==> src/rtl/ifetch_queue.sv <==
// Instruction prefetch queue: fetches sequential words over a req/ack memory
// port and buffers {PC+4, IR} pairs for the IF/ID register; redirect flushes.
module ifetch_queue #(
    parameter int          DEPTH    = 4,
    parameter logic [31:0] RESET_PC = 32'h0000_0000
) (
    input  logic                       clk,
    input  logic                       rst,
    input  logic                       redirect,
    input  logic [31:0]                redirect_pc,
    output logic                       im_req,
    output logic [31:0]                im_addr,
    input  logic                       im_ack,
    input  logic [31:0]                im_rdata,
    output logic                       out_valid,
    output logic [31:0]                out_pc_next,
    output logic [31:0]                out_ir,
    input  logic                       out_ready,
    output logic [$clog2(DEPTH+1)-1:0] count,
    output logic [1:0]                 dbg_state
);

    localparam int PW = $clog2(DEPTH);
    localparam int CW = $clog2(DEPTH+1);
    localparam logic [CW-1:0] FULL = CW'(DEPTH);
    localparam logic [CW-1:0] LAST = CW'(DEPTH-1);

    typedef enum logic [1:0] {
        S_IDLE    = 2'd0,
        S_WAIT    = 2'd1,
        S_DISCARD = 2'd2
    } state_t;

    // Handshakes: memory transfer when im_req & im_ack (im_addr held while
    // im_req is high); IF/ID transfer when out_valid & out_ready.
    state_t        r_state, w_state_nxt;
    logic [31:0]   r_fpc, w_fpc_nxt;
    logic [31:0]   r_req_addr, w_req_addr_nxt;
    logic [PW-1:0] r_wr_ptr, r_rd_ptr;
    logic [CW-1:0] r_count;
    logic [31:0]   r_q_pc [DEPTH];
    logic [31:0]   r_q_ir [DEPTH];
    logic          w_pop, w_push, w_room_idle, w_room_wait;
    logic [31:0]   w_req_plus4;

    assign w_pop       = (r_count != '0) && out_ready && !redirect;
    assign w_room_idle = (r_count != FULL) || w_pop;
    // In WAIT the count never exceeds DEPTH-1, so a push leaves room unless
    // it fills the last slot without a matching pop.
    assign w_room_wait = (r_count != LAST) || w_pop;
    assign w_req_plus4 = r_req_addr + 32'd4;

    always_comb begin
        w_state_nxt    = r_state;
        w_fpc_nxt      = r_fpc;
        w_req_addr_nxt = r_req_addr;
        w_push         = 1'b0;
        case (r_state)
            S_IDLE: begin
                if (!redirect && w_room_idle) begin
                    w_state_nxt    = S_WAIT;
                    w_req_addr_nxt = r_fpc;
                end
            end
            S_WAIT: begin
                if (im_ack) begin
                    if (redirect) begin
                        w_state_nxt = S_IDLE;
                    end else begin
                        w_push    = 1'b1;
                        w_fpc_nxt = w_req_plus4;
                        if (w_room_wait) begin
                            w_req_addr_nxt = w_req_plus4;
                        end else begin
                            w_state_nxt = S_IDLE;
                        end
                    end
                end else if (redirect) begin
                    w_state_nxt = S_DISCARD;
                end
            end
            S_DISCARD: begin
                if (im_ack) begin
                    w_state_nxt = S_IDLE;
                end
            end
            default: w_state_nxt = S_IDLE;
        endcase
        if (redirect) begin
            w_fpc_nxt = redirect_pc;
        end
    end

    always_ff @(posedge clk) begin
        if (rst) begin
            r_state    <= S_IDLE;
            r_fpc      <= RESET_PC;
            r_req_addr <= RESET_PC;
            r_wr_ptr   <= '0;
            r_rd_ptr   <= '0;
            r_count    <= '0;
        end else begin
            r_state    <= w_state_nxt;
            r_fpc      <= w_fpc_nxt;
            r_req_addr <= w_req_addr_nxt;
            if (redirect) begin
                r_wr_ptr <= '0;
                r_rd_ptr <= '0;
                r_count  <= '0;
            end else begin
                if (w_push) r_wr_ptr <= r_wr_ptr + PW'(1);
                if (w_pop)  r_rd_ptr <= r_rd_ptr + PW'(1);
                case ({w_push, w_pop})
                    2'b10:   r_count <= r_count + CW'(1);
                    2'b01:   r_count <= r_count - CW'(1);
                    default: r_count <= r_count;
                endcase
            end
        end
    end

    always_ff @(posedge clk) begin
        if (w_push) begin
            r_q_pc[r_wr_ptr] <= w_req_plus4;
            r_q_ir[r_wr_ptr] <= im_rdata;
        end
    end

    assign im_req      = (r_state == S_WAIT) || (r_state == S_DISCARD);
    assign im_addr     = r_req_addr;
    assign out_valid   = (r_count != '0);
    assign out_pc_next = out_valid ? r_q_pc[r_rd_ptr] : 32'd0;
    assign out_ir      = out_valid ? r_q_ir[r_rd_ptr] : 32'd0;
    assign count       = r_count;
    assign dbg_state   = r_state;

endmodule

==> config.mk <==
export PLATFORM = sky130hd
export DESIGN_NAME = ifetch_queue
export DESIGN_NICKNAME = d
export VERILOG_FILES = /design/src/rtl/ifetch_queue.sv
export SDC_FILE = /design/constraint.sdc
export NUM_CORES = 1
export LEC_CHECK = 0
export ABC_AREA = 1
export CORE_MARGIN = 3
export CORE_UTILIZATION = 55
export CTS_BUF_LIST = sky130_fd_sc_hd__clkbuf_4 sky130_fd_sc_hd__clkbuf_8
export CTS_CLUSTER_DIAMETER = 80
export DETAILED_ROUTE_END_ITERATION = 8
export PLACE_DENSITY = 0.88
export SYNTH_ARGS = -nofsm -noshare
export SYNTH_HDL_FRONTEND = slang
export SYNTH_SLANG_ARGS = --single-unit
==> constraint.sdc <==
create_clock -name clk -period 7.2 [get_ports clk]
set_input_delay 1.44 -clock clk [delete_from_list [all_inputs] [get_ports clk]]
set_output_delay 1.44 -clock clk [all_outputs]
set_load 0.05 [all_outputs]
==> results of run 1 <==
[placed cells by master, fill, tap and decap left out, types with 2 or more instances in the layout]
cell             Yosys  routed
nor2_1             354     350
edfxtp_1           256     256
nand2_1            233     233
clkdlybuf4s50_1      0     171
o21ai_0            165     165
a21oi_1            121     121
inv_1               87      87
dfxtp_1             75      73
clkbuf_8             0      51
nand3_1             28      28
clkinv_1             1      15
nor2_4               9      13
buf_4                5      13
clkinv_2             0      11
clkbuf_4             0      11
ha_1                 9       9
a31oi_1              8       8
and2_1               7       7
xor2_2               5       5
xor2_1               5       5
inv_2                4       4
nand2_2              4       4
xnor2_1              4       4
a22o_1               4       4
nand2_4              3       3
o21ai_1              3       3
nor2_2               2       2
a22oi_1              2       2
inv_8                0       2
[how the worst max path moves through the flow]
| stage | cells after the start | start | slack (ns) | end |
|---|---|---|---|---|
| global placement | 6 | redirect | 2.34 | r_q_ir[1][23] |
| floorplan | 4 | redirect | 2.10 | r_q_ir[0][0] |
| CTS | 5 | flip-flop | 1.86 | out_ir[31] |
| global route | 5 | flip-flop | 1.63 | out_ir[31] |
| finish | 5 | flip-flop | 1.87 | out_ir[31] |
| detailed placement | 6 | redirect | 2.26 | r_q_ir[1][4] |
[power groups by stage]
stage,Combinational (mW),Clock [mW],Sequential (mW)
floorplan,0.682,0,2.52
global placement,1.19,0,2.36
detailed placement,1.21,0,2.36
CTS,1.23,1.45,2.33
global route,1.35,1.53,2.34
finish,1.24,1.42,2.33
[metrics by stage]
stage | area (um^2) | utilization [%]
6_report | 17170 | 67.60
5_1_grt | 17170 | 67.60
4_1_cts | 17170 | 67.60
3_5_place_dp | 16250 | 63.96
3_3_place_gp | 16250 | 63.96
2_1_floorplan | 14330 | -
[logic make-up (layout without fill, tap and decap cells)]
family                     count (synthesis)  in the layout  share of synthesized area (%)
and+or+nand+nor                          643            643                          18.00
DFF                                      331            331                          64.15
adders and majority gates                 10             10                         0.9259
xor gates and xnor gates                  14             14                          1.118
buffers and inverters                    170            366                          4.795
AOI/OAI and AO/OA                        307            307                          11.01
[routing by layer]
layer / track usage, % / wire (um) / vias to the layer above
met2: 37.71 / 16070 / 608
met1: 32.99 / 13940 / 5141
li1: - / - / 5246
met4: 7.791 / 734 / 0
met3: 3.966 / 3431 / 59
met5: 0 / 0 / -
[sequential cells by signal, summed over array words and instances, names as in the netlist, named ones only]
register   count
count          3
r_q_pc       128
r_wr_ptr       2
r_rd_ptr       2
r_fpc         32
r_q_ir       128
dbg_state      2
im_addr       32
[final cells by class]
class                      instances  area share [%]
tap                              330           2.405
clock buffer                      62           4.569
clock inverter                    28          0.8089
sequential                       331           53.55
multi-input combinational        974           26.12
inverter                          92           2.011
timing repair buffer             184           10.54
[worst max-delay path, stage by stage (launching register included)]
cell	delay, ns
dfxtp_4	0.52
inv_2	0.81
buf_4	0.57
o21ai_0	0.20
a21oi_1	0.29
clkdlybuf4s50_1	0.86
==> flow_metrics.env, run 1 <==
export IMPL_setup_violations=0
export IMPL_synth_edf_count=256
export IMPL_cts_root_buf="clkbuf_8"
export IMPL_clk_path_buf_depth=3
export IMPL_worst_pin_slew_ns=0.9997
export IMPL_gp_congestion=0.8951
export IMPL_grt_usage_pct=23.48
export IMPL_yosysWarnings=0
export IMPL_p_switching_mw=1.688
export IMPL_synthTopCellsByArea="edfxtp_1 (54%), dfxtp_1 (10%), nor2_1 (9.3%)"
export IMPL_cts_resized=0
export IMPL_layout_nets=1712
export IMPL_synth_top_area_cell="edfxtp_1"
export IMPL_detail_route_vias_per_cell=5.524
export IMPL_endpoint_kind="primary output"
export IMPL_synth_top_area_share_pct=53.66
export IMPL_ir_worst_vdd_uv=307.6
export IMPL_syn_inst=1475
export IMPL_hold_ws_ns=0.4741
export IMPL_synth_ff_type="edfxtp_1"
export IMPL_diodes=0
export IMPL_cap_violations=0
export IMPL_num_io_pins=172
export IMPL_regArea_um2=9194
export IMPL_grt_pass1_vias=10573
export IMPL_max_freq_mhz=187.5
export IMPL_syn_avg_cell_area_um2=9.712
export IMPL_dieArea_um2=28020
export IMPL_initial_core_util_pct=56.40
export IMPL_relSlewSlack_pct=33.25
export IMPL_fin_ws_ns=1.866
export IMPL_numPortBuffers=171
export IMPL_rows=58
export IMPL_synth_nets=1554
export IMPL_critPathMaxFanout=71
export IMPL_postRouteWirelength_um=34180
export IMPL_drc_errors=0
export IMPL_swShare_pct=33.84
export IMPL_drtIter0Drc=1332
export IMPL_clkSinkCount=331
export IMPL_wire_per_inst_um=17.08
export IMPL_insertion_delay_ns=0.58
export IMPL_cts_made_buffers=50
export IMPL_rsz0062_at_grt="false"
export IMPL_dp_cells=1911
export IMPL_netlist_top_cells_count="nor2_1 (354), edfxtp_1 (256), nand2_1 (233)"
export IMPL_r2r_end="r_q_ir[1][15]"
export IMPL_cp_data_required_time_ns=5.76
export IMPL_holdCritPathClass="reg -> reg"
export IMPL_postCtsHoldBufs=0
export IMPL_first_pass_iters=6
export IMPL_min_path_cells=2
export IMPL_pwr_share_seq_pct=46.7
export IMPL_num_vias=11054
export IMPL_grt_pass1_wl_um=53220
export IMPL_arrival_ns=3.89
export IMPL_tritoncts="built"
export IMPL_setup_tns_ns=0
export IMPL_drive_gt1_share_pct=7.421
export IMPL_combPwrFrac_pct=24.8
export IMPL_r2r_start="dbg_state[1]"
export IMPL_rr_worst_depth=8
export IMPL_ant_nets=0
export IMPL_fill_cells=1816
export IMPL_cts_setup_buffers=0
export IMPL_powerDensity_nw_per_um2=290.6
export IMPL_async_flop_share_pct=0
export IMPL_p_clk_share_pct=28.5
export IMPL_crit_type="reg -> out"
export IMPL_p_int_mw=3.301
export IMPL_die_h_um=167.4
export IMPL_r2r_slack_ns=3.21
export IMPL_antenna_found_initial=0
export IMPL_htree_levels=2
export IMPL_grt_start_max_net_pins=73
export IMPL_hold_path_startpoint="r_rd_ptr[1]"
export IMPL_syn_cell_area_um2=14320
export IMPL_min_period_ns=5.334
export IMPL_finalHoldViolCount=0
export IMPL_multiInputGateArea_um2=4484
export IMPL_p_total_mw=4.990
export IMPL_start_kind="flip-flop"
export IMPL_hpwl_um=20480
export IMPL_die_x_um=167.4
export IMPL_period_share_pct=74.08
export IMPL_path_clk_slew_ns=0.06
export IMPL_yosysSeqAreaShare_pct=64.15
export IMPL_stdcell_count=2001
export IMPL_post_place_ws_ns=2.259
export IMPL_ys_types=35
export IMPL_syn_to_final_growth_pct=19.85
export IMPL_synth_seq_cells=331
export IMPL_overflow=0
export IMPL_design_core_area_um2=25400
export IMPL_fin_skew_ns=0.02169
export IMPL_status="finished, final reports clean"
export IMPL_synth_most_common_cell="nor2_1"
export IMPL_p_leak_nw=6.151
export IMPL_slew_viol_final=0
Power figures use the tool's default switching activity.
==> run 2: changes to the inputs <==
Settings changed: CORE_UTILIZATION 55 to 52, PLACE_DENSITY 0.88 to 0.87.
Clock period 7.2 ns to 4.4 ns, I/O delays scaled along.
==> run 2 against run 1 <==
- combinational power grew 65%
- sequential share of layout area shrank 0.60 points
- routed wire length grew 1.4%
- flip-flop and latch count is the same
- clock power grew 70%
- sequential power grew 64%
- register-to-register slack lost 2.1 ns
- non-clock buffer count grew 4
- global-route usage shrank 0.38 points
- critical path type unchanged
- highest routed layer unchanged
==> flow_metrics.env, run 2 (same netlist as run 1, synthesis figures left out) <==
export IMPL_hold_path_startpoint="r_fpc[3]"
export IMPL_final_common_cell="nor2_1"
export IMPL_wire_per_inst_um=17.19
export IMPL_die_x_um=172.0
export IMPL_grt_pass1_vias=10619
export IMPL_holdCritPathClass="reg -> reg"
export IMPL_fill_cells=2063
export IMPL_diodes=0
export IMPL_antenna_found_initial=0
export IMPL_hpwl_um=21890
export IMPL_cp_top_family="buffers and inverters"
export IMPL_setup_violations=0
export IMPL_postRouteWirelength_um=34650
export IMPL_max_freq_mhz=261.2
export IMPL_drtIter0Drc=1390
export IMPL_num_vias=11037
export IMPL_detail_route_vias_per_cell=5.477
export IMPL_r2r_slack_ns=1.15
export IMPL_p_total_mw=8.280
export IMPL_htree_levels=2
export IMPL_hold_ws_ns=0.4808
export IMPL_finalHoldViolCount=0
export IMPL_cts_setup_buffers=0
export IMPL_endpoint_kind="primary output"
export IMPL_cap_violations=0
export IMPL_numPortBuffers=171
export IMPL_critPathMostFrequentCell="nor2_1"
export IMPL_cp_num_cells=6
export IMPL_clk_path_buf_depth=3
export IMPL_cp_slowest_cell="clkdlybuf4s50_1"
export IMPL_postCtsHoldBufs=0
export IMPL_min_period_ns=3.829
export IMPL_r2r_end="r_q_ir[2][19]"
export IMPL_crit_type="reg -> out"
export IMPL_rows=60
export IMPL_p_leak_nw=6.229
export IMPL_dieArea_um2=29580
export IMPL_initial_core_util_pct=53.00
export IMPL_ir_worst_vdd_uv=581.1
export IMPL_grt_pass1_wl_um=53980
export IMPL_drive_gt1_share_pct=7.885
export IMPL_fin_skew_ns=0.03063
export IMPL_grt_start_max_net_pins=129
export IMPL_status="finished, final reports clean"
export IMPL_num_io_pins=172
export IMPL_cts_root_buf="clkbuf_8"
export IMPL_syn_to_final_growth_pct=21.21
export IMPL_cp_data_required_time_ns=3.52
export IMPL_path_clk_slew_ns=0.07
export IMPL_period_share_pct=87.03
export IMPL_drc_errors=0
export IMPL_relSlewSlack_pct=34.40
export IMPL_tritoncts="built"
export IMPL_rr_worst_depth=7
export IMPL_ant_nets=0
export IMPL_insertion_delay_ns=0.58
export IMPL_start_kind="flip-flop"
export IMPL_arrival_ns=2.95
export IMPL_path_cells="buf_12 -> nor2_1 -> nor2_1 -> o21ai_0 -> a21oi_1 -> clkdlybuf4s50_1"
export IMPL_crit_end="out_pc_next[31]"
export IMPL_layout_nets=1717
export IMPL_clkSinkCount=331
export IMPL_overflow=0
export IMPL_powerDensity_nw_per_um2=476.9
export IMPL_gp_congestion=0.9150
export IMPL_cpPeakStageDelay_ns=0.87
export IMPL_rsz0062_at_grt="false"
export IMPL_cts_made_buffers=51
export IMPL_r2r_start="dbg_state[1]"
export IMPL_final_cell_mix="nor2_1 (350), edfxtp_1 (256), nand2_1 (233)"
export IMPL_design_core_area_um2=27030
export IMPL_slew_viol_final=0
export IMPL_worst_pin_slew_ns=0.9829
export IMPL_critPathMaxFanout=128
export IMPL_critPathBufInv=2
export IMPL_first_pass_iters=6
export IMPL_top_regs="r_q_ir x128, r_q_pc x128"
export IMPL_cts_resized=0
export IMPL_grt_usage_pct=23.10
export IMPL_die_h_um=172.0
[run 2: power breakdown]
| part | switching [mW] | internal (mW) | total [mW] |
|---|---|---|---|
| clock | 1.12 | 1.30 | 2.42 |
| sequential | 0.166 | 3.64 | 3.81 |
| combinational | 1.46 | 0.588 | 2.05 |
[run 2: worst reg2reg max path, stage by stage (launching register included)]
cell and delay [ns]:
dfxtp_1 0.34, inv_1 0.10, ha_1 0.74, nand2_2 0.21, nor2_4 0.13, clkinv_1 0.41
nor2_4 0.58, buf_12 0.36
[run 2: stage by stage]
stage / cell area, um^2 / std cells / util, % / worst slack (ns) / TNS [ns]
2_1_floorplan: 14330 / 1475 / - / -0.1778 / -45.52
3_3_place_gp: 16390 / 1926 / 60.65 / 0.9790 / 0
3_5_place_dp: 16390 / 1926 / 60.65 / 0.9074 / 0
4_1_cts: 17360 / 2015 / 64.25 / 0.5857 / 0
5_1_grt: 17360 / 2015 / 64.25 / 0.4557 / 0
6_report: 17360 / 2015 / 64.25 / 0.5709 / 0
[run 2: area by class of cell]
cell class	instances	area, um^2	area share (%)
sequential	331	9194	52.95
multi-input combinational	974	4484	25.83
timing repair buffer	188	1939	11.17
clock buffer	72	890.9	5.131
tap	341	426.7	2.457
inverter	92	346.6	1.996
clock inverter	17	81.33	0.4684
[run 2: worst min-delay path by stage]
stage	endpoint	slack, ns	cells after the start
after floorplan	r_fpc[0]	0.45	2
after global routing	r_fpc[0]	0.50	2
after global placement	r_fpc[0]	0.46	2
after CTS	r_fpc[1]	0.48	2
final	r_fpc[3]	0.48	2
after detailed placement	r_fpc[1]	0.47	2
[run 2: metal layers]
layer | vias to the layer above | wire [um] | GRT usage [%]
met5 | - | 0 | 0
met4 | 0 | 759 | 7.150
met3 | 58 | 3366 | 4.527
met2 | 575 | 16450 | 38.60
met1 | 5152 | 14070 | 30.84
li1 | 5252 | - | -
